==> src/rtl/serial_subtractor_if.sv <==
// Handshake and operand/result bundle between a controlling FSM and serial_subtractor.
// Ports: start/a/b flow toward the subtractor; busy/done/diff/bout/ovf flow back.
// Modports: master = controller side, slave = subtractor side.
interface serial_subtractor_if #(
  parameter int N = 8
);
  logic         start;
  logic [N-1:0] a;
  logic [N-1:0] b;
  logic         busy;
  logic         done;
  logic [N-1:0] diff;
  logic         bout;
  logic         ovf;

  modport master (
    output start, a, b,
    input  busy, done, diff, bout, ovf
  );

  modport slave (
    input  start, a, b,
    output busy, done, diff, bout, ovf
  );
endinterface

==> src/rtl/serial_subtractor.sv <==
// Bit-serial N-bit subtractor, diff = a - b, one bit per clock LSB first, one shared full-subtractor cell.
// Latency: start sampled at edge k, done pulses in the cycle after edge k+N+1; one operation per N+2 cycles.
// Backpressure: none; start is only honoured in IDLE and ignored while an operation is in flight.
// Ports: clock, reset (sync, active-high); bus (slave modport) carries start/a/b in, busy/done/diff/bout/ovf out.
module serial_subtractor #(
  parameter int N = 8
) (
  input logic              clock,
  input logic              reset,
  serial_subtractor_if.slave bus
);

  localparam int CW = $clog2(N);

  typedef enum logic [1:0] {
    IDLE  = 2'd0,
    SHIFT = 2'd1,
    DONE  = 2'd2
  } state_t;

  state_t state_q, state_d;

  logic [N-1:0]  a_sr, b_sr, res_sr;
  logic          borrow_q;
  logic [CW-1:0] cnt;
  logic          a_sign, b_sign;
  logic [N-1:0]  diff_q;
  logic          bout_q, ovf_q, done_q;

  // Shared full-subtractor cell
  logic x, y, w, d, w_next, last;

  assign x      = a_sr[0];
  assign y      = b_sr[0];
  assign w      = borrow_q;
  assign d      = x ^ y ^ w;
  assign w_next = (~x & y) | (~x & w) | (y & w);
  assign last   = (cnt == CW'(N - 1));

  // State register
  always_ff @(posedge clock) begin
    if (reset) state_q <= IDLE;
    else       state_q <= state_d;
  end

  // Next-state logic
  always_comb begin
    state_d = state_q;
    case (state_q)
      IDLE:    if (bus.start) state_d = SHIFT;
      SHIFT:   if (last)      state_d = DONE;
      DONE:    state_d = IDLE;
      default: state_d = IDLE;
    endcase
  end

  // Datapath and registered results
  always_ff @(posedge clock) begin
    if (reset) begin
      a_sr     <= '0;
      b_sr     <= '0;
      res_sr   <= '0;
      borrow_q <= 1'b0;
      cnt      <= '0;
      a_sign   <= 1'b0;
      b_sign   <= 1'b0;
      diff_q   <= '0;
      bout_q   <= 1'b0;
      ovf_q    <= 1'b0;
      done_q   <= 1'b0;
    end else begin
      done_q <= 1'b0;
      case (state_q)
        IDLE: begin
          if (bus.start) begin
            a_sr     <= bus.a;
            b_sr     <= bus.b;
            borrow_q <= 1'b0;
            cnt      <= '0;
            a_sign   <= bus.a[N-1];
            b_sign   <= bus.b[N-1];
          end
        end
        SHIFT: begin
          a_sr     <= a_sr >> 1;
          b_sr     <= b_sr >> 1;
          res_sr   <= {d, res_sr[N-1:1]};
          borrow_q <= w_next;
          cnt      <= cnt + CW'(1);
          // Publish on the final bit; d is the result MSB at this point.
          if (last) begin
            diff_q <= {d, res_sr[N-1:1]};
            bout_q <= w_next;
            ovf_q  <= (a_sign != b_sign) & (d != a_sign);
          end
        end
        DONE: done_q <= 1'b1;
        default: ;
      endcase
    end
  end

  assign bus.busy = (state_q == SHIFT);
  assign bus.done = done_q;
  assign bus.diff = diff_q;
  assign bus.bout = bout_q;
  assign bus.ovf  = ovf_q;

endmodule

==> src/flat_wrapper.sv <==
// flat-port wrapper written by rule: the top's interface ports become plain ports
module serial_subtractor_flat 
#(
  parameter int N = 8
)
  (clock, reset, bus_start, bus_a, bus_b, bus_busy, bus_done, bus_diff, bus_bout, bus_ovf);
  serial_subtractor_if #(.N(N)) bus_i ();
  input logic clock;
  input logic reset;
  input wire logic [$bits(bus_i.start)-1:0] bus_start;
  input wire logic [$bits(bus_i.a)-1:0] bus_a;
  input wire logic [$bits(bus_i.b)-1:0] bus_b;
  output wire logic [$bits(bus_i.busy)-1:0] bus_busy;
  output wire logic [$bits(bus_i.done)-1:0] bus_done;
  output wire logic [$bits(bus_i.diff)-1:0] bus_diff;
  output wire logic [$bits(bus_i.bout)-1:0] bus_bout;
  output wire logic [$bits(bus_i.ovf)-1:0] bus_ovf;
  assign bus_i.start = bus_start;
  assign bus_i.a = bus_a;
  assign bus_i.b = bus_b;
  assign bus_busy = bus_i.busy;
  assign bus_done = bus_i.done;
  assign bus_diff = bus_i.diff;
  assign bus_bout = bus_i.bout;
  assign bus_ovf = bus_i.ovf;
  serial_subtractor #(.N(N)) u_core (.clock(clock), .reset(reset), .bus(bus_i));
endmodule
==> config.mk <==
export PLATFORM = sky130hd
export DESIGN_NAME = serial_subtractor_flat
export DESIGN_NICKNAME = d
export VERILOG_FILES = /design/src/rtl/serial_subtractor_if.sv /design/src/rtl/serial_subtractor.sv /design/src/flat_wrapper.sv
export SDC_FILE = /design/constraint.sdc
export NUM_CORES = 1
export LEC_CHECK = 0
export BUFFER_PORTS_ARGS = -buffer_cell sky130_fd_sc_hd__clkbuf_2
export CELL_PAD_IN_SITES_DETAIL_PLACEMENT = 1
export CELL_PAD_IN_SITES_GLOBAL_PLACEMENT = 1
export CORE_ASPECT_RATIO = 1.2
export CORE_MARGIN = 2
export CORE_UTILIZATION = 41
export DETAILED_ROUTE_END_ITERATION = 8
export PLACE_DENSITY_LB_ADDON = 0.25
export SYNTH_ARGS = -nofsm -noshare
export SYNTH_HDL_FRONTEND = slang
export SYNTH_SLANG_ARGS = --single-unit
==> constraint.sdc <==
create_clock -name clock -period 2.1 [get_ports clock]
set_input_delay 0.42 -clock clock [delete_from_list [all_inputs] [get_ports clock]]
set_output_delay 0.42 -clock clock [all_outputs]
set_load 0.01 [all_outputs]
# ---- Word-level counts from Yosys, hierarchy flattened
# Cells that the tools add are included.
dict set report totals {
  input_bits 19
  ff_bits 43
  out_inout_bits 12
  elab_cells 47
}
dict set report op_classes {
  n_reduce_logical 6
  bitwise_logic 9
  eq_ne 7
  addsub 1
  mux 12
}
# op n
set op_table {}
lappend op_table {{8-bit case mux with 2 select lines} 2}
lappend op_table {{8-bit 2-to-1 mux} 2}
lappend op_table {{2-bit AND reduction} 4}
lappend op_table {{3-bit case mux with 2 select lines} 1}
lappend op_table {{1-bit bitwise AND} 4}
lappend op_table {{2-bit 2-to-1 mux} 2}
lappend op_table {{2-bit case mux with 2 select lines} 1}
lappend op_table {{3-bit by 1-bit adder with 3-bit output (second input constant)} 1}
lappend op_table {{3-bit equality test (second input constant)} 1}
lappend op_table {{3-bit 2-to-1 mux} 1}
lappend op_table {{2-bit by 1-bit equality test with 1-bit output (second input constant)} 1}
lappend op_table {{2-bit equality test (second input constant)} 1}
lappend op_table {{2-bit logical NOT} 1}
lappend op_table {{1-bit 2-to-1 mux} 2}
lappend op_table {{1-bit inequality test} 2}
lappend op_table {{2-bit by 1-bit inequality test with 1-bit output (second input constant)} 1}
lappend op_table {{2-bit inequality test (second input constant)} 1}
lappend op_table {{1-bit bitwise OR} 2}
lappend op_table {{1-bit case mux with 2 select lines} 1}
lappend op_table {{2-bit nonzero test} 1}
lappend op_table {{1-bit XOR} 2}
lappend op_table {{1-bit inverter} 1}

# ---- Logic depth before layout (Yosys ltp)
# Gate-level depths: netlist of the first run.
dict set report logic_depth {
  depth_word 5
  ltp_mapped 6
}

# ---- Least setup slack after synthesis of the first run
# Ideal clock, no wire load.
dict set report synth_path {
  path_kind {reg2reg}
  startpoint {register u_core.a_sr[0]}
  endpoint {register u_core.ovf_q (netlist: u_core.bus.ovf)}
  n_path_buf 0
  path_stages_with_launch 5
  setup_time_ps 91
  arrival_ps 1501
  required_time_ps 2009
  slack_ps 508
  synth_period_minus_slack_ps 1592
  path_cell_list {dfxtp_1 inv_1 fa_1 or3b_2 a311oi_1}
}
dict set report synth_via {
  elab_chain_cells 4
}
# item line_no
set synth_lines {}
lappend synth_lines {{from (decl)} serial_subtractor.sv:23} ;# logic [N-1:0] a_sr, b_sr, res_sr;
lappend synth_lines {{from (signal assigned)} serial_subtractor.sv:76} ;# a_sr <= bus.a;
lappend synth_lines {{from (signal assigned)} serial_subtractor.sv:85} ;# a_sr <= a_sr >> 1;
lappend synth_lines {{1-bit XOR (2 in series)} serial_subtractor.sv:36} ;# assign d = x ^ y ^ w;
lappend synth_lines {{1-bit inequality test} serial_subtractor.sv:94} ;# ovf_q <= (a_sign != b_sign) & (d != a_sign);
lappend synth_lines {{1-bit bitwise AND} serial_subtractor.sv:94}
lappend synth_lines {{to (signal assigned)} serial_subtractor.sv:94}
lappend synth_lines {{to (decl)} serial_subtractor.sv:28} ;# logic bout_q, ovf_q, done_q;
# Every way passes these cells.
# A chain may end at the register's enable or synchronous reset.

# ---- Worst setup path in the final report of the first run
dict set report layout_path {
  startpoint {register u_core.state_q[0]}
  endpoint {output bus_busy}
}
dict set report layout_via {
  elab_chain_cells 1
}
# item line_no
set layout_lines {}
lappend layout_lines {{from (decl)} serial_subtractor.sv:21} ;# state_t state_q, state_d;
lappend layout_lines {{from (signal assigned)} serial_subtractor.sv:43} ;# else state_q <= state_d;
lappend layout_lines {{2-bit by 1-bit equality test with 1-bit output} serial_subtractor.sv:103} ;# assign bus.busy = (state_q == SHIFT);
lappend layout_lines {{to (decl)} flat_wrapper.sv:13} ;# output wire logic [$bits(bus_i.busy)-1:0] bus_busy;
# Every way passes these cells.

==> flow_summary.yaml, run 1 <==
run_status:
  status: "completed"
clock_network:
  postCtsHoldBufs: 0
  clock_path_buffers: 2
  clock_latency_ns: 0.29
  cts.sinks: 42
  cts_resized: 0
  post_cts_buffers: 0
  cts_tree: "done"
  clk_pin_slew_ns: 0.07
  cts_inserted_buffers: 5
  clockRootBuffer: "clkbuf_8"
  cts-htree-levels: 2
placed_design:
  dp_slack_ns: 0.3620
  port_buffers: 30
  place_area_um2: 1857
  gp_congestion: 0.7410
  dpl.hpwl_um: 2558
timing:
  holdWs_ns: 0.3860
  skew_ns: 0.003692
  rsz0062_at_grt: "false"
  hold_viol: 0
  fin_setup_tns_ns: 0
  max_clock_freq_mhz: 548.8
  worstMarginPinSlew_ns: 0.9145
  period_needed_ns: 1.822
  maxSlewHeadroom_pct: 39.03
  finalCritPeriodShare_pct: 86.78
  finalSetupViolCount: 0
  fin_ws_ns: 0.2777
  slew_viol_final: 0
route:
  vias_per_cell: 5.053
  drc: 0
  drt-total-wl_um: 3571
  dr_total_vias: 1324
  first_iter_violations: 44
  drtPass1Iterations: 4
  postRouteAntennaNets: 0
  wire_per_inst_um: 13.63
grt:
  grt_overflow: 0
  grt_antenna_before_repair: 0
  grt_max_degree: 43
  grt_pass1_wl_um: 6134
  first_global_vias: 1320
  grt.total_usage_pct: 16.98
die:
  dieArea_um2: 4726
  coreArea_um2: 3973
  die_width_um: 63.09
  rows: 25
  dieHeight_um: 74.91
  io_pins: 31
  start_util_pct: 43.24
logic_synthesis:
  netlist_instances: 182
  synth_area_leaders: "dfxtp_1, mux2i_1, nand2_1, a21oi_1, a211oi_2"
  synth_largest_area_cell: "dfxtp_1"
  synth_most_common_cell: "dfxtp_1"
  synth_top_area_share_pct: 48.94
  syn_nets: 204
  yosys.cell_types.count: 28
  synth-seq-area-share_pct: 48.94
  syn_area_per_cell_um2: 9.439
  synth_common_cells: "dfxtp_1, nand2_1, nor2_1, a21oi_1, mux2i_1"
  async_flop_share_pct: 0
  ys_ff_latch: 42
  synth_edf_count: 0
  netlist_area_um2: 1718
  ys.warnings.count: 0
  ys.flop_type: "dfxtp_1"
pwr:
  ir_worst_vdd_mv: 0.3715
  cellPowerDensity_nw_per_um2: 815.9
  power_mw: 1.605
  power.leakage_nw: 0.7792
worst_setup_path:
  worstSetupPathType: "reg2out"
  cp-start-kind: "register"
  cp.required_ns: 1.68
  worstSetupEndpointType: "output pin"
  crit_fanout: 13
  reg2reg_from: "u_core.a_sr[0]"
  cp.arrival_ns: 1.40
  r2r_slack_ns: 0.34
  startpoint: "u_core.state_q[0]"
cells_and_area:
  fill_cells: 482
  num_antenna_cells: 0
  final_area_um2: 1967
  nets: 229
  layout-drive-gt1-share_pct: 24.04
  syn_to_final_growth_pct: 14.49
hold_path:
  hp-class: "in2reg"
  hold_start: "bus_b[7]"
run:
  drv_cap: 0
==> registers in the layout (all words and copies together), names as in the netlist <==
register	count
u_core.bus.diff	8
u_core.b_sign	1
u_core.cnt	3
u_core.res_sr	7
u_core.a_sr	8
u_core.state_q	2
u_core.bus.done	1
u_core.b_sr	8
u_core.bus.ovf	1
u_core.a_sign	1
u_core.bus.bout	1
u_core.borrow_q	1
==> worst max-delay path: stages, from the launching register on <==
cell      delay (ns)
dfxtp_1         0.54
nand2b_2        0.19
inv_2           0.21
clkbuf_2        0.17
==> metal layers <==
layer,global-route usage (%),part of all wire (%),vias to the layer above
met3,2.990,3.2,4
met5,0,0,-
met2,30.73,53,23
li1,-,-,673
met4,8.148,1.1,0
met1,19.74,43,624
==> layout by cell type (no fill, tap or decap), types with 2 or more instances in the layout <==
master	netlist	routed
inv_1	2	2
nor3b_1	2	2
nand2b_1	2	2
a21oi_1	18	18
clkbuf_2	0	30
dfxtp_1	42	42
nor2_1	23	23
o21ai_0	2	2
a211oi_2	7	7
ha_1	2	2
a211oi_1	10	10
a22oi_1	3	3
mux2i_1	15	15
nand3b_1	2	2
clkbuf_8	0	8
nand2_1	30	30
==> per-stage QoR <==
step / utilization [%] / std cells
after global routing: 49.51 / 262
final: 49.51 / 262
after global placement: 46.74 / 254
after CTS: 49.51 / 262
after detailed placement: 46.74 / 254
after floorplan: - / 182
==> final cells by class <==
type                       instances  area (um2)  area share (%)
sequential                        42       840.8           42.75
multi-input combinational        124       779.5           39.63
timing repair buffer              31       157.7           8.015
clock buffer                       8       110.1           5.598
tap                               54       67.56           3.435
inverter                           3       11.26          0.5725
==> where the power goes <==
group	total (mW)	switching, mW	internal, mW
Combinational	0.154	0.0866	0.0676
Clock	0.595	0.263	0.332
Sequential	0.856	0.0242	0.832
==> cell families (layout without fill, tap and decap cells) <==
family                   count (synthesis)  in the layout  synth area share (%)
AO/OA/AOI/OAI                           43             43                 18.14
buffers and inverters                   16             42                 5.681
adder cells (fa/ha/maj)                  3              3                 2.622
multiplexers                            15             15                 8.740
flip-flops                              42             42                 48.94
AND/OR/NAND/NOR                         63             63                 15.88
==> path summary, 6_finish.rpt <==
kind / cells past startpoint / to
setup / recovery: 3 / bus_busy
hold / removal: 3 / u_core.b_sign
setup reg to reg: 4 / u_core.bus.ovf
hold reg to reg: 2 / u_core.bus.diff[5]
(Power assumes the default switching activity.)
==> run 2, diff against run 1 <==
==> constraint.sdc (replaced) <==
create_clock -name clock -period 2.1 [get_ports clock]
set_input_delay 0.21 -clock clock [delete_from_list [all_inputs] [get_ports clock]]
set_output_delay 0.21 -clock clock [all_outputs]
set_load 0.01 [all_outputs]
==> flow_summary.yaml, run 2 (synthesis results as in run 1) <==
run_status:
  status: "completed"
timing:
  skew_ns: 0.004443
  worstMarginPinSlew_ns: 0.8995
  maxSlewHeadroom_pct: 40.03
  fin_setup_tns_ns: 0
  max_clock_freq_mhz: 569.2
  rsz0062_at_grt: "false"
  period_needed_ns: 1.757
  slew_viol_final: 0
  finalSetupViolCount: 0
  hold_viol: 0
  finalCritPeriodShare_pct: 83.67
worst_setup_path:
  cp.arrival_ns: 1.95
  worstSetupPathType: "reg2reg"
  cp-start-kind: "register"
  worstSetupEndpointType: "register"
  cp.required_ns: 2.29
  crit_fanout: 4
route:
  vias_per_cell: 5.076
  routed.top_layer: "met4"
  first_iter_violations: 34
  dr_total_vias: 1330
  drt-total-wl_um: 3630
  wire_per_inst_um: 13.85
  wl_met3_um: 145
  drtPass1Iterations: 5
  wl_met2_um: 1849
  postRouteAntennaNets: 0
  met1Wirelength_um: 1573
  drc: 0
cells_and_area:
  nets: 229
  layout-drive-gt1-share_pct: 24.04
  syn_to_final_growth_pct: 13.62
  num_antenna_cells: 0
  finalNonFillerCells: 262
  final_common_cell: "dfxtp_1"
  final_cell_mix: "dfxtp_1, nand2_1, clkbuf_2"
pwr:
  cellPowerDensity_nw_per_um2: 792.6
  swShare_pct: 24.79
  power.share.sequential_pct: 55.3
  intPower_mw: 1.164
  ir_worst_vdd_mv: 0.4666
  p_clk_share_pct: 34.6
  p_switching_mw: 0.3835
  power.leakage_nw: 0.7688
  combPwrFrac_pct: 10.1
clock_network:
  cts-htree-levels: 2
  cts_inserted_buffers: 5
  clk_pin_slew_ns: 0.08
  clockRootBuffer: "clkbuf_8"
  clock_latency_ns: 0.29
  cts.sinks: 42
  post_cts_buffers: 0
  postCtsHoldBufs: 0
  cts_resized: 0
  cts_tree: "done"
  clock_path_buffers: 2
die:
  coreArea_um2: 3973
  io_pins: 31
  dieArea_um2: 4726
  rows: 25
  dieHeight_um: 74.91
  die_width_um: 63.09
  start_util_pct: 43.24
hold_path:
  hp-class: "in2reg"
placed_design:
  place_inst: 254
  gp_congestion: 0.7290
  port_buffers: 30
  dpl.hpwl_um: 2528
grt:
  grt_max_degree: 43
  first_global_vias: 1314
  grt_antenna_before_repair: 0
  grt.total_usage_pct: 16.93
  grt_overflow: 0
  grt_pass1_wl_um: 6189
run:
  drv_cap: 0
run 2: cell types whose count changed in the layout (fill, tap and decap cells not counted):
cell | before | now
clkinvlp_4 | 0 | 1
clkbuf_8 | 8 | 6
clkinv_2 | 0 | 1
run 2: power by group through the flow:
stage                     Combinational [mW]  Clock (mW)  Sequential (mW)
after detailed placement               0.160           0            0.874
after global routing                   0.177       0.594            0.861
after floorplan                        0.130           0            0.866
after CTS                              0.160       0.563            0.856
after global placement                 0.151           0            0.872
final                                  0.157       0.535            0.855
run 2: worst paths after layout:
check,start,cells after the start,slack [ns],end
worst max-delay path,u_core.a_sr[0],4,0.34,u_core.bus.ovf
worst max register to register,u_core.a_sr[0],4,0.34,u_core.bus.ovf
worst min-delay path,bus_b[7],3,0.17,u_core.b_sign
worst min register to register,u_core.bus.diff[6],2,0.46,u_core.bus.diff[6]
run 2: critical path, cell delays in order (launching register included):
cell      delay (ns)
dfxtp_1         0.34
inv_1           0.05
fa_1            0.51
or3b_2          0.47
a311oi_1        0.28
run 2: per-layer routing:
metal  vias up  global-route usage (%)
met1       626                   20.15
li1        673                       -
met4         0                   7.407
met3         6                   4.335
met5         -                       0
met2        25                   29.31
run 2: through the flow:
| stage | util (%) | hold WS [ns] | setup WS (ns) | area [um2] | power [mW] |
|---|---|---|---|---|---|
| after floorplan | - | 0.3686 | 0.5079 | 1718 | 0.9960 |
| final | 49.13 | 0.1659 | 0.3430 | 1952 | 1.547 |
| after global routing | 49.13 | 0.1803 | 0.2389 | 1952 | 1.632 |
| after detailed placement | 46.74 | 0.4498 | 0.3684 | 1857 | 1.034 |
| after CTS | 49.13 | 0.1599 | 0.3298 | 1952 | 1.579 |
| after global placement | 46.74 | 0.4415 | 0.4581 | 1857 | 1.022 |
run 2: area by class of cell:
type | count | area, um2
multi-input cells | 124 | 779.5
well taps | 54 | 67.56
fillers | 488 | 2021
clock inverters | 2 | 12.51
clock buffers | 6 | 82.58
flip-flops and latches | 42 | 840.8
inverters | 3 | 11.26
repair buffers | 31 | 157.7
